===== src/rtl/result_readout.sv =====
// rtl/result_readout.sv - sweeps the result SRAM after ALU completion and streams captured words
// through a 2-entry buffer, with busy/done status and a sticky read-timeout error.
module result_readout #(
    parameter int ADDR_W    = 8,
    parameter int DATA_W    = 9,
    parameter int BASE_ADDR = 0,
    parameter int NUM_WORDS = 32,
    parameter int TIMEOUT   = 15
) (
    input  logic              clk,
    input  logic              rst,
    input  logic              start,
    output logic              read_n,
    output logic [ADDR_W-1:0] r_addr,
    input  logic              ry,
    input  logic [DATA_W-1:0] read_data,
    output logic [DATA_W-1:0] out_data,
    output logic              out_last,
    output logic              out_valid,
    input  logic              out_ready,
    output logic              busy,
    output logic              done,
    output logic              timeout_err
);

    localparam int IDX_W = (NUM_WORDS > 1) ? $clog2(NUM_WORDS) : 1;
    localparam int WC_W  = $clog2(TIMEOUT + 1);
    localparam logic [ADDR_W-1:0] BASE = ADDR_W'(BASE_ADDR);
    localparam logic [IDX_W-1:0]  LAST_IDX = IDX_W'(NUM_WORDS - 1);
    localparam logic [WC_W-1:0]   WC_LIMIT = WC_W'(TIMEOUT);

    typedef enum logic [1:0] {
        S_IDLE,
        S_ISSUE,
        S_WAIT,
        S_DRAIN
    } state_t;

    state_t            state_q, state_d;
    logic [IDX_W-1:0]  idx_q, idx_d;
    logic [WC_W-1:0]   wcnt_q, wcnt_d;
    logic [ADDR_W-1:0] addr_q, addr_d;
    logic              err_q, err_d;

    logic [DATA_W:0]   mem_q [2];
    logic              wr_ptr_q, rd_ptr_q;
    logic [1:0]        cnt_q;

    logic              issue_ok;
    logic              is_last;
    logic              push;
    logic              pop;
    logic [ADDR_W-1:0] addr_calc;
    logic [WC_W-1:0]   wcnt_inc;
    logic [DATA_W:0]   head;

    // Only one read is ever outstanding, so a free slot at issue time guarantees room for the push.
    assign issue_ok  = (cnt_q != 2'd2);
    assign is_last   = (idx_q == LAST_IDX);
    assign addr_calc = BASE + ADDR_W'(idx_q);
    assign wcnt_inc  = wcnt_q + 1'b1;

    always_comb begin
        state_d = state_q;
        idx_d   = idx_q;
        wcnt_d  = wcnt_q;
        addr_d  = addr_q;
        err_d   = err_q;
        push    = 1'b0;
        read_n  = 1'b1;
        done    = 1'b0;
        case (state_q)
            S_IDLE: begin
                if (start) begin
                    idx_d   = '0;
                    err_d   = 1'b0;
                    state_d = S_ISSUE;
                end
            end
            S_ISSUE: begin
                if (issue_ok) begin
                    read_n  = 1'b0;
                    addr_d  = addr_calc;
                    wcnt_d  = '0;
                    state_d = S_WAIT;
                end
            end
            S_WAIT: begin
                if (ry) begin
                    push = 1'b1;
                    if (is_last) begin
                        state_d = S_DRAIN;
                    end else begin
                        idx_d   = idx_q + 1'b1;
                        state_d = S_ISSUE;
                    end
                end else begin
                    wcnt_d = wcnt_inc;
                    if (wcnt_inc == WC_LIMIT) begin
                        err_d   = 1'b1;
                        state_d = S_DRAIN;
                    end
                end
            end
            S_DRAIN: begin
                if (cnt_q == 2'd0) begin
                    done    = 1'b1;
                    state_d = S_IDLE;
                end
            end
            default: state_d = S_IDLE;
        endcase
    end

    always_ff @(posedge clk or negedge rst) begin
        if (!rst) begin
            state_q <= S_IDLE;
            idx_q   <= '0;
            wcnt_q  <= '0;
            addr_q  <= '0;
            err_q   <= 1'b0;
        end else begin
            state_q <= state_d;
            idx_q   <= idx_d;
            wcnt_q  <= wcnt_d;
            addr_q  <= addr_d;
            err_q   <= err_d;
        end
    end

    assign pop = (cnt_q != 2'd0) && out_ready;

    always_ff @(posedge clk or negedge rst) begin
        if (!rst) begin
            mem_q[0] <= '0;
            mem_q[1] <= '0;
            wr_ptr_q <= 1'b0;
            rd_ptr_q <= 1'b0;
            cnt_q    <= 2'd0;
        end else begin
            if (push) begin
                mem_q[wr_ptr_q] <= {read_data, is_last};
                wr_ptr_q        <= ~wr_ptr_q;
            end
            if (pop) begin
                rd_ptr_q <= ~rd_ptr_q;
            end
            case ({push, pop})
                2'b10:   cnt_q <= cnt_q + 2'd1;
                2'b01:   cnt_q <= cnt_q - 2'd1;
                default: cnt_q <= cnt_q;
            endcase
        end
    end

    assign head        = mem_q[rd_ptr_q];
    assign out_valid   = (cnt_q != 2'd0);
    assign out_data    = out_valid ? head[DATA_W:1] : '0;
    assign out_last    = out_valid & head[0];
    assign r_addr      = read_n ? addr_q : addr_calc;
    assign busy        = (state_q != S_IDLE) && !done;
    assign timeout_err = err_q;

endmodule

===== config.mk =====
export PLATFORM = sky130hd
export DESIGN_NAME = result_readout
export DESIGN_NICKNAME = d
export VERILOG_FILES = /design/src/rtl/result_readout.sv
export SDC_FILE = /design/constraint.sdc
export NUM_CORES = 1
export LEC_CHECK = 0
export ABC_AREA = 1
export ABC_CLOCK_PERIOD_IN_PS = 2050
export CAP_MARGIN = 20
export CORE_ASPECT_RATIO = 1.5
export CORE_MARGIN = 8
export CORE_UTILIZATION = 29
export CTS_CLUSTER_SIZE = 12
export DETAILED_ROUTE_END_ITERATION = 12
export REMOVE_ABC_BUFFERS = 1
export SLEW_MARGIN = 20
export SYNTH_ARGS = -nofsm -noshare
export SYNTH_HDL_FRONTEND = slang
export SYNTH_SLANG_ARGS = --single-unit

===== constraint.sdc =====
create_clock -name clk -period 2.05 [get_ports clk]
set_input_delay 0.5125 -clock clk [delete_from_list [all_inputs] [get_ports clk]]
set_output_delay 0.5125 -clock clk [all_outputs]
set_load 0.02 [all_outputs]

# Word-level counts from Yosys, hierarchy flattened
# Cells that the tools add are included.
# W data, S select, Z words.
# totals
latch_bits	0
ram_bits	0
regBits	41
memories	0
rom_bits	0
# classes
div_mod_pow	0
n_reduce_logical	16
multipliers	0
bitwise	5
add_sub_neg	4
muxes	33
magnitude_cmp	3
shift	0
eq_ne	16
# ops
op	count
$mux W10	4
$bwmux W20	1
$mux W5	4
$ne A2 B2 Y1 const B	8
$mux W2	6
$reduce_and A4 Y1	3
$demux W10 S1	1
$pmux W5 S2	1
$reduce_bool A2 Y1	5
$mux W1	9
$mux W9	1
$mux W4	2
$pmux W2 S4	1
$pmux W4 S2	1
$eq A2 B2 Y1 const B	3
$add A5 B1 Y5 const B	1
$eq A5 B5 Y1 const B	1
$add A4 B1 Y4 const B	1
$eq A2 B1 Y1 const B	2
$eq A4 B4 Y1 const B	1
$ge A2 B2 Y1 const B	2
$logic_not A2 Y1	2
$not A1 Y2	2
$pmux W2 S2	1
11 further kinds	14

# Logic depth before layout (Yosys ltp)
# logic_depth
depth_word	6
depth_mapped	10

# Worst setup path after synthesis
# Ideal clock, no wire load.
# synth_timing
path_type	reg2out
from	reg state_q[1]
to	out r_addr[0]
setup_slack_ns	0.141
required_time_ns	1.537
path_stages_with_launch	5
arrival_time_ns	1.397
path_cell_list	dfrtp_1 > clkbuf_4 > nor2_1 > nand2_2 > o21ai_0
# synth_via
elab_chain_len	3
# synth_lines
element	line	rtl
start: declaration	39	state_t state_q, state_d;
start signal: assignment	123	state_q <= state_d;
$eq A2 B1 Y1	72	case (state_q)
$mux W1	72	
via read_n	13	output logic read_n,
$mux W5	160	assign r_addr = read_n ? addr_q : addr_calc;
end: declaration	14	output logic [ADDR_W-1:0] r_addr,
# The timed path passes the listed nets, and every way through them passes these cells.

# Worst setup path in the final report
# layout_timing
from	reg state_q[1]
to	out busy
# layout_via
elab_chain_len	4
# layout_lines
element	line	rtl
$eq A2 B2 Y1	72	
$mux W1	72	
$logic_not A1 Y1	161	assign busy = (state_q != S_IDLE) && !done;
$logic_and A1 B1 Y1 *	161	
end: declaration	21	output logic busy,
# Every way passes the cells marked *; elsewhere a longest branch is shown, timed or not.

==> metrics <==
Final Cell Area=2620 um2; clock skew=0.007742 ns; Worst EP arrival=1.50 ns; Power Dens Cells=1387 nW/um2; synth unique cells=32; DRC marker count from the first detailed-route iteration=94; crit path max fanout=7; Setup TNS=0 ns; most used cell, CP=nor2_1; clock share of power=14.9%; synth top area cells=dfrtp_1, nand2_1, o21ai_0; die footprint=10070 um2; sequential cell area fraction in the yosys report=50.06%; ys async rst share=100.0%; Slew headroom=65.77%; Final GP Congestion=0.7250; Longest Clk Path Bufs=2; Setup-failing EPs final=0; crit share post-route=98.09%; wire per inst=12.62 um; switching share of power=43.12%; gr usage total=10.10%; Synth Instances=243; leak pwr=0.001290 uW; PortBufs=33; Setup crit start kind=flop; Least-Margin Pin Slew=0.5134 ns; clock slew at reported path FFs=0.09 ns; CP max-delay cell=dfrtp_1; Slew Limit Fails=0; Crit. End Element=primary output; CTS tree=yes; Die Span X=84.64 um; f_max=0.4973 GHz; Int Pwr=2067 uW; crit path kind=reg2out; outcome=completed; worst hold path class=in2async; root buffer cell=clkbuf_8; largest net degree at the start of global routing=22; clock buffer count from CTS=5; utilization after layout=38.24%; Post-synth EDFFs=0; syn avg cell area=8.434 um2; Fin. Hold Viols=0; Core ar.=6852 um2; synthesized area=2049 um2; RSZ-0062 raised after global routing=yes; global-route wire length before repair=8.066 mm; Layout area overhead=27.84%; Vias/cell=4.482; Hold Buf Count CTS=0; GRT overflow=0; minimum clock period=2.011 ns; total I/O pin count=37; VDD IR-drop max=0.5654 mV; Yosys Warn Count=0; clk_lat worst skew=0.30 ns; Sink Count=41; Inserted Diodes=0; nets=311; cell taking the most area after synthesis=dfrtp_1; Gate power share=50.0%; drc violations=0; CP max stage delay=0.41 ns; H-tree depth=2; row cnt=37; starting density of the core=29.91%; Max-Cap Viols=0; Post-Route WL=4.681 mm; DR vias=1663; vias in the first global route=1768; Pre-antenna DRT Iters=6; CP cell instances=buf_4, nand2_1, nor2_1, nor2_1, dlygate4sd2_1; part of the power in registers=35.1%; dpl hpwl=3.437 mm; initial antenna violation count=0; DP Area=2524 um2; leading register cell type out of synthesis=dfrtp_1; ANT nets after route=0; Psw=1567 uW; Req. time, crit path=1.54 ns; Yosys reg bits=41; die height=119.0 um; share of layout cells above drive strength 1=20.14%; Synth top area share=50.06%
-- critical path: cells and delay by family (launching register included) --
family	cells	cell delay, ns
and+or+nand+nor	3	0.29
DFF	1	0.41
buffers and inverters	2	0.51
-- cells in the final DEF, fill, tap and decap left out --
cell type and count:
nand2_1 72, dfrtp_1 41, inv_1 27, o21ai_0 18, buf_4 18, a21oi_1 13
clkdlybuf4s50_1 13, dlygate4sd2_1 13, o21ai_2 10, nor2_1 8, nand3_1 7, ha_1 5
clkbuf_8 5, o21ai_1 4, inv_2 3, nor2_2 3, xnor2_1 3, conb_1 3
buf_2 3, nand2_4 2, nor2_4 2, nand2_2 2, mux2_4 2, clkinv_2 2
nand4_1 2, o22ai_1 2, clkinv_4 2, nand4_2 1, a31oi_1 1, or2_2 1
or2_4 1, nor3_1 1, xor2_1 1, clkbuf_2 1, clkdlybuf4s15_2 1
-- layer usage --
layer / routed length, um / vias to the layer above / GRT usage (%)
met5: 0 / - / 0
met4: 82 / 0 / 5.151
met3: 181 / 7 / 3.097
met2: 2464 / 29 / 17.80
met1: 1952 / 756 / 10.52
li1: - / 871 / -
-- final timing paths --
kind | from | endpoint | slack, ns | cells past startpoint
max | state_q[1] | busy | 0.04 | 5
min | rst | cnt_q[0] | 0.17 | 1
max reg2reg | idx_q[0] | idx_q[3] | 0.35 | 7
min reg2reg | mem_q[11] | mem_q[11] | 0.49 | 2
max in group asynchronous | rst | idx_q[1] | 1.31 | 2
min in group clk | mem_q[11] | mem_q[11] | 0.49 | 2
-- area by class of cell --
class,count,area [um2]
Sequential cell,41,1026
Multi-Input combinational cell,164,877.1
Inverter,31,117.6
Timing Repair Buffer,49,410.4
Tap cell,78,97.59
Fill cell,720,4232
Clock inverter,3,22.52
Clock buffer,5,68.82
-- sequential cells by signal, indices dropped and copies added, names as in the netlist --
name         cells
addr_q           5
cnt_q            2
idx_q            5
mem_q           20
rd_ptr_q         1
state_q          2
timeout_err      1
wcnt_q           4
wr_ptr_q         1
-- per-stage QoR --
step / hold WS, ns / power, uW / std cells / worst slack, ns
final: 0.1720 / 3634 / 371 / 0.03909
after global routing: 0.1892 / 3948 / 371 / -0.03919
after CTS: 0.1783 / 3680 / 370 / 0.009133
after detailed placement: 0.4716 / 3183 / 361 / -0.03670
after global placement: 0.4647 / 3150 / 361 / -0.03012
after floorplan: 0.2169 / 2357 / 235 / -0.1415
-- logic make-up (layout without fill, tap and decap cells) --
kind of cell               Yosys count  after routing  synth area share, %
xor gates and xnor gates             4              4                1.710
DFF                                 41             41                50.06
muxes                                2              2                1.099
other                                1              3               0.1830
AOI/OAI and AO/OA                   48             48                13.74
buffers and inverters               41             88                9.035
and+or+nand+nor                    101            102                21.12
adders and majority gates            5              5                3.053
-- repair_timing --
| action | in CTS | in global routing |
|---|---|---|
| gates cloned | 1 | 0 |
| setup buffers | 0 | 1 |
| hold endpoints to repair | 0 | 0 |
| setup endpoints to repair | 19 | 17 |
| resized for setup | 40 | 11 |
| pin swaps | 1 | 1 |
-- cell usage after synthesis (3+ instances only) --
library cell  count
buf_4             3
clkbuf_1          3
nor2_1           10
inv_2             3
o21ai_2          10
dfrtp_1          41
xnor2_1           3
o21ai_0          21
ha_1              5
nand2_1          73
nand3_1           7
a21oi_1          13
inv_1            27
-- power by group through the flow --
| stage | combinational [uW] | sequential (uW) | clock (uW) |
|---|---|---|---|
| floorplan | 1070 | 1290 | 0 |
| global placement | 1890 | 1260 | 0 |
| detailed placement | 1910 | 1280 | 0 |
| CTS | 1840 | 1270 | 568 |
| global route | 2030 | 1320 | 604 |
| finish | 1820 | 1280 | 542 |
(Power assumes the default switching activity.)
